[src/rtl/irq_pending_latch_pkg.sv]
// rtl/irq_pending_latch_pkg.sv - shared sizes and FSM encodings for the irq pending latch
package irq_pending_latch_pkg;

    localparam int IRQ_N   = 8;
    localparam int IRQ_IDW = 3;

    localparam logic [0:0] ST_IDLE    = 1'b0;
    localparam logic [0:0] ST_SERVICE = 1'b1;

endpackage

[src/rtl/irq_line_cell.sv]
// rtl/irq_line_cell.sv - per-line synchroniser, edge/level capture, pending and overflow (IRQ_SYNC_EN)
module irq_line_cell (
    input  logic clk,
    input  logic rst_n,
    input  logic irq_in,
    input  logic edge_mode,
    input  logic clr_i,
    output logic pending_i,
    output logic overflow_i
);

    logic s;
    logic s_d;
    logic rise;
    logic set_i;

`ifdef IRQ_SYNC_EN
    logic meta;

    always_ff @(posedge clk or negedge rst_n) begin
        if (!rst_n) begin
            meta <= 1'b0;
            s    <= 1'b0;
        end else begin
            meta <= irq_in;
            s    <= meta;
        end
    end
`else
    assign s = irq_in;
`endif

    assign rise  = s & ~s_d;
    assign set_i = edge_mode ? rise : s;

    // Set beats clear so a request arriving on the ack cycle is never lost.
    always_ff @(posedge clk or negedge rst_n) begin
        if (!rst_n) begin
            s_d        <= 1'b0;
            pending_i  <= 1'b0;
            overflow_i <= 1'b0;
        end else begin
            s_d <= s;
            if (set_i) begin
                pending_i <= 1'b1;
            end else if (clr_i) begin
                pending_i <= 1'b0;
            end
            if (edge_mode && rise && pending_i && !clr_i) begin
                overflow_i <= 1'b1;
            end else if (clr_i) begin
                overflow_i <= 1'b0;
            end
        end
    end

endmodule

[src/rtl/irq_pending_latch.sv]
// rtl/irq_pending_latch.sv - pending latch, gating and ack/eoi service FSM feeding the 8-to-3 encoder (IRQ_SYNC_EN)
module irq_pending_latch
    import irq_pending_latch_pkg::*;
(
    input  logic               clk,
    input  logic               rst_n,
    input  logic [IRQ_N-1:0]   irq_in,
    input  logic [IRQ_N-1:0]   edge_mode,
    input  logic [IRQ_N-1:0]   mask,
    output logic [IRQ_N-1:0]   pend_out,
    output logic               irq_valid,
    input  logic               ack,
    input  logic [IRQ_IDW-1:0] ack_id,
    input  logic               eoi,
    output logic               in_service,
    output logic [IRQ_IDW-1:0] isr_id,
    output logic [IRQ_N-1:0]   overflow,
    output logic               spurious_ack
);

    logic [0:0]       state;
    logic [IRQ_N-1:0] pending;
    logic [IRQ_N-1:0] clr;
    logic             accept;

    for (genvar i = 0; i < IRQ_N; i++) begin : g_line
        irq_line_cell u_cell (
            .clk        (clk),
            .rst_n      (rst_n),
            .irq_in     (irq_in[i]),
            .edge_mode  (edge_mode[i]),
            .clr_i      (clr[i]),
            .pending_i  (pending[i]),
            .overflow_i (overflow[i])
        );
    end

    assign pend_out   = (state == ST_IDLE) ? (pending & mask) : '0;
    assign irq_valid  = |pend_out;
    assign in_service = (state == ST_SERVICE);

    // Only a request actually visible to the encoder can be taken.
    assign accept = (state == ST_IDLE) && ack && pend_out[ack_id];
    assign clr    = accept ? (IRQ_N'(1) << ack_id) : '0;

    always_ff @(posedge clk or negedge rst_n) begin
        if (!rst_n) begin
            state        <= ST_IDLE;
            isr_id       <= '0;
            spurious_ack <= 1'b0;
        end else begin
            spurious_ack <= ack && !accept;
            case (state)
                ST_IDLE: begin
                    if (accept) begin
                        isr_id <= ack_id;
                        state  <= ST_SERVICE;
                    end
                end
                default: begin
                    if (eoi) begin
                        state <= ST_IDLE;
                    end
                end
            endcase
        end
    end

endmodule
[config.mk]
export PLATFORM = sky130hd
export DESIGN_NAME = irq_pending_latch
export DESIGN_NICKNAME = d
export VERILOG_FILES = /design/src/rtl/irq_pending_latch_pkg.sv /design/src/rtl/irq_line_cell.sv /design/src/rtl/irq_pending_latch.sv
export SDC_FILE = /design/constraint.sdc
export NUM_CORES = 1
export LEC_CHECK = 0
export ABC_AREA = 1
export CAP_MARGIN = 0
export CORE_MARGIN = 2
export CORE_UTILIZATION = 45
export CTS_BUF_LIST = sky130_fd_sc_hd__clkbuf_4 sky130_fd_sc_hd__clkbuf_8
export DETAILED_ROUTE_END_ITERATION = 16
export GPL_TIMING_DRIVEN = 1
export PLACE_DENSITY = 0.91
export SLEW_MARGIN = 20
export SYNTH_ARGS = -nofsm -noshare
export SYNTH_HDL_FRONTEND = slang
export SYNTH_SLANG_ARGS = --single-unit
[constraint.sdc]
create_clock -name clk -period 1.6 [get_ports clk]
set_input_delay 0.4 -clock clk [delete_from_list [all_inputs] [get_ports clk]]
set_output_delay 0.4 -clock clk [all_outputs]
set_load 0.01 [all_outputs]
==> run summary <==
The synthesis-to-layout area growth came out at 67.17%. In this run, the number of DRC markers left after iteration 0 of detailed routing was 57. For this run, the number of Yosys warnings is 0.

Once the floorplan was initialized, standard cells occupied 46.83% of the core. In the finished design, the share of the clock period the worst path needs comes to 116.8%. The share of the Yosys chip area taken by registers is 51.60%.

The final reports fail on setup timing. On the final layout, the worst hold slack is 0.4532 ns. The final critical path time including I/O delays and setup came out at 1.869 ns. The first global-routing pass estimated 5878 µm of wire. After detailed routing, the wire length on met1 is 1541 µm. The run gives -0.9897 ns as the summed negative setup slack over all endpoints. Global routing finished with a remaining overflow of 0.

Fill cells in the final layout number 203. The floorplan core area was 3003 µm²; the measured slew at the worst slew-check pin was 0.3741 ns. The clock slew seen by the registers of the worst setup and hold paths was 0.10 ns; the count of H-tree levels built during CTS was 2. The initialized floorplan defines 20 standard-cell rows.

TritonCTS built the clock tree. Of the cells placed in the final design, the portion with a size suffix greater than 1 is 34.13%. The final count of negative-setup-slack endpoints was 11; the critical-path maximum fanout was 2. Across all layers, the routed design uses 1,488 vias. For the final-report hold violation count, the log shows 0. The type of origin of the critical path is a primary input. The sum of met2 wire segment lengths after detailed routing is 2014 µm. In the layout the commonest cells are sky130_fd_sc_hd__nand2_1 (49), sky130_fd_sc_hd__dfrtp_1 (29), sky130_fd_sc_hd__buf_4 (27). Net count of the finished layout: 283.

The run gives -0.2693 ns as the worst setup slack after layout. Setup repair after global routing could not meet its margin everywhere. The sort of element at the end of the critical path is a primary output.

The clock drives 29 sinks. Power spread over the standard cell area amounts to 920.8 nW/µm². Flip-flop and latch count after synthesis: 29.

The routed wire length on met3 was 301 µm; the number of clock buffers inserted by TritonCTS was 5. The first detailed-routing pass ran for 4 iterations. The run gives 169 as the number of instances in the synthesized netlist. The run gives 18 as the post-synthesis cell type count. The post-detailed-route via-to-cell ratio is 5.221, and the number of remaining DRC errors is 0. The run finished, with violations left.

The cell at the root of the clock tree is sky130_fd_sc_hd__clkbuf_4. Global routing used 22.15% of the available tracks. In this run the deepest clock path goes through 2 buffers.

The congestion estimate from routability-driven global placement came to 0.8478. Timing would allow up to 535.0 MHz. The per-cell routed wire length works out to 14.28 µm. Power after layout: 2.165 mW. The path class of the tightest hold or removal check is in -> async. The worst pin sits at a relative slew slack of 75.06%.

The logs give 0 for the initial antenna violation count and 0 for the max-capacitance violation count. Entering global routing, the biggest net connects 30 pins. In this run the static leakage power is 1.169 nW.

After clock tree synthesis, the flow added hold-fix buffers numbering 0. The net count of the mapped netlist is 200, and the post-detailed-route count of antenna-violating nets is 0. Summed over all nets, the half-perimeter wirelength after detailed placement is 2664 µm. During I/O placement, the number of pins put on the boundary was 53.

The number of global-route vias before repair came out at 1,426. Leaving out fill and tap cells, the most frequent cell in the layout is sky130_fd_sc_hd__nand2_1. The design area was 2351 µm²; the later-pin clock latency in the skew report was 0.33 ns. Measured along the x axis, the die boundary spans 59.91 µm.

The height of the die is 59.91 µm, and the area of the die is 3589 µm². The type of the worst setup path was in -> out. The clock skew came out at 0.01390 ns. The final number of max-transition violations was 0; the data required time of the worst path was 1.20 ns.

Dividing the synthesized area by the synthesized cell count gives 8.322 µm². VDD sags by at most 0.0006457 V. Once placement finished, the instance area stood at 2113 µm². Buffers placed on the I/O ports in this run total 52. The highest signal layer in the routed design is met4. The tools report the post-synth design cell area as 1406 µm². For this block, the routed nets add up to 4069 µm of wire. The diode insertion count for antenna repair is 0. The data arrival time of the worst path is 1.47 ns.
## logic make-up after synthesis
kind of cell,count (synthesis),share of synthesized area [%]
DFF,29,51.60
AOI/OAI and AO/OA,14,6.050
and+or+nand+nor,97,32.38
buffers and inverters,29,9.964
## final cells by class
cell class	instances	area, µm²	area share (%)
timing repair buffer	85	787.0	33.48
sequential	29	725.7	30.87
multi-input combinational	111	658.1	27.99
inverter	20	80.08	3.406
clock buffer	7	58.81	2.501
tap	33	41.29	1.756
## synthesized netlist by cell type
cell | number | share of area (%)
sky130_fd_sc_hd__dfrtp_1 | 29 | 52
sky130_fd_sc_hd__nor4_1 | 2 | 0.89
sky130_fd_sc_hd__buf_4 | 8 | 4.3
sky130_fd_sc_hd__nor3b_1 | 6 | 3.2
sky130_fd_sc_hd__o21ai_2 | 1 | 0.62
sky130_fd_sc_hd__buf_2 | 1 | 0.36
sky130_fd_sc_hd__inv_1 | 19 | 5.1
sky130_fd_sc_hd__nand3_1 | 8 | 2.8
sky130_fd_sc_hd__o21ai_0 | 12 | 4.3
sky130_fd_sc_hd__nor2_4 | 1 | 0.80
sky130_fd_sc_hd__nand2_1 | 58 | 15
sky130_fd_sc_hd__o21ai_4 | 1 | 1.2
sky130_fd_sc_hd__inv_2 | 1 | 0.27
sky130_fd_sc_hd__nand4_1 | 10 | 4.4
sky130_fd_sc_hd__nand3_4 | 1 | 1.2
sky130_fd_sc_hd__nor2_1 | 8 | 2.1
sky130_fd_sc_hd__nand2_2 | 1 | 0.45
sky130_fd_sc_hd__nor2_2 | 2 | 0.89
## path summary, 6_finish.rpt
path	from	to	slack (ns)	depth (start not counted)
worst max-delay path	mask[5]	irq_valid	-0.27	6
worst min-delay path	rst_n	g_line[4].u_cell.pending_i$_DFFE_PN0P_	0.45	2
worst max register to register	in_service$_DFF_PN0_	isr_id[0]$_DFFE_PN0P_	-0.02	10
worst min register to register	isr_id[1]$_DFFE_PN0P_	isr_id[1]$_DFFE_PN0P_	0.48	2
max in group asynchronous	rst_n	g_line[6].u_cell.overflow_i$_DFFE_PN0P_	0.87	2
min in group clk	isr_id[1]$_DFFE_PN0P_	isr_id[1]$_DFFE_PN0P_	0.48	2
## state kept, by name (all words and copies together), names as in the netlist
| name | cells |
|---|---|
| in_service | 1 |
| g_line.u_cell.overflow_i | 8 |
| g_line.u_cell.s_d | 8 |
| isr_id | 3 |
| spurious_ack | 1 |
| g_line.u_cell.pending_i | 8 |
## worst max-delay path: stages
cell                              delay [ns]
sky130_fd_sc_hd__clkdlybuf4s50_1        0.41
sky130_fd_sc_hd__nand2_2                0.11
sky130_fd_sc_hd__nor2_4                 0.06
sky130_fd_sc_hd__nor4_2                 0.27
sky130_fd_sc_hd__nand2_1                0.07
sky130_fd_sc_hd__buf_2                  0.14
## per-stage QoR
stage	std cells	utilization, %	setup slack [ns]
final	285	78.29	-0.2693
after global routing	285	78.29	-0.3537
after CTS	281	73.46	-0.2414
after detailed placement	273	70.38	-0.6118
after global placement	273	70.38	-0.5927
after floorplan	169	-	0.09645
## metal layers
layer  vias up  track usage, %
li1        702               -
met4         0           10.48
met3        24           6.710
met1       696           25.03
met5         -               0
met2        66           37.89
## where the power goes
| part | switching, mW | total (mW) | internal, mW |
|---|---|---|---|
| clock network | 0.239 | 0.463 | 0.224 |
| registers | 0.0546 | 0.878 | 0.824 |
| logic | 0.396 | 0.823 | 0.427 |
| total | 0.690 | 2.16 | 1.47 |
## what timing repair did
action / in CTS / in global routing
setup endpoints to repair: 21 / 31
gates resized for setup: 72 / 47
pin swaps: 11 / 16
buffers inserted: 4 / 4
(Power assumes the default switching activity.)
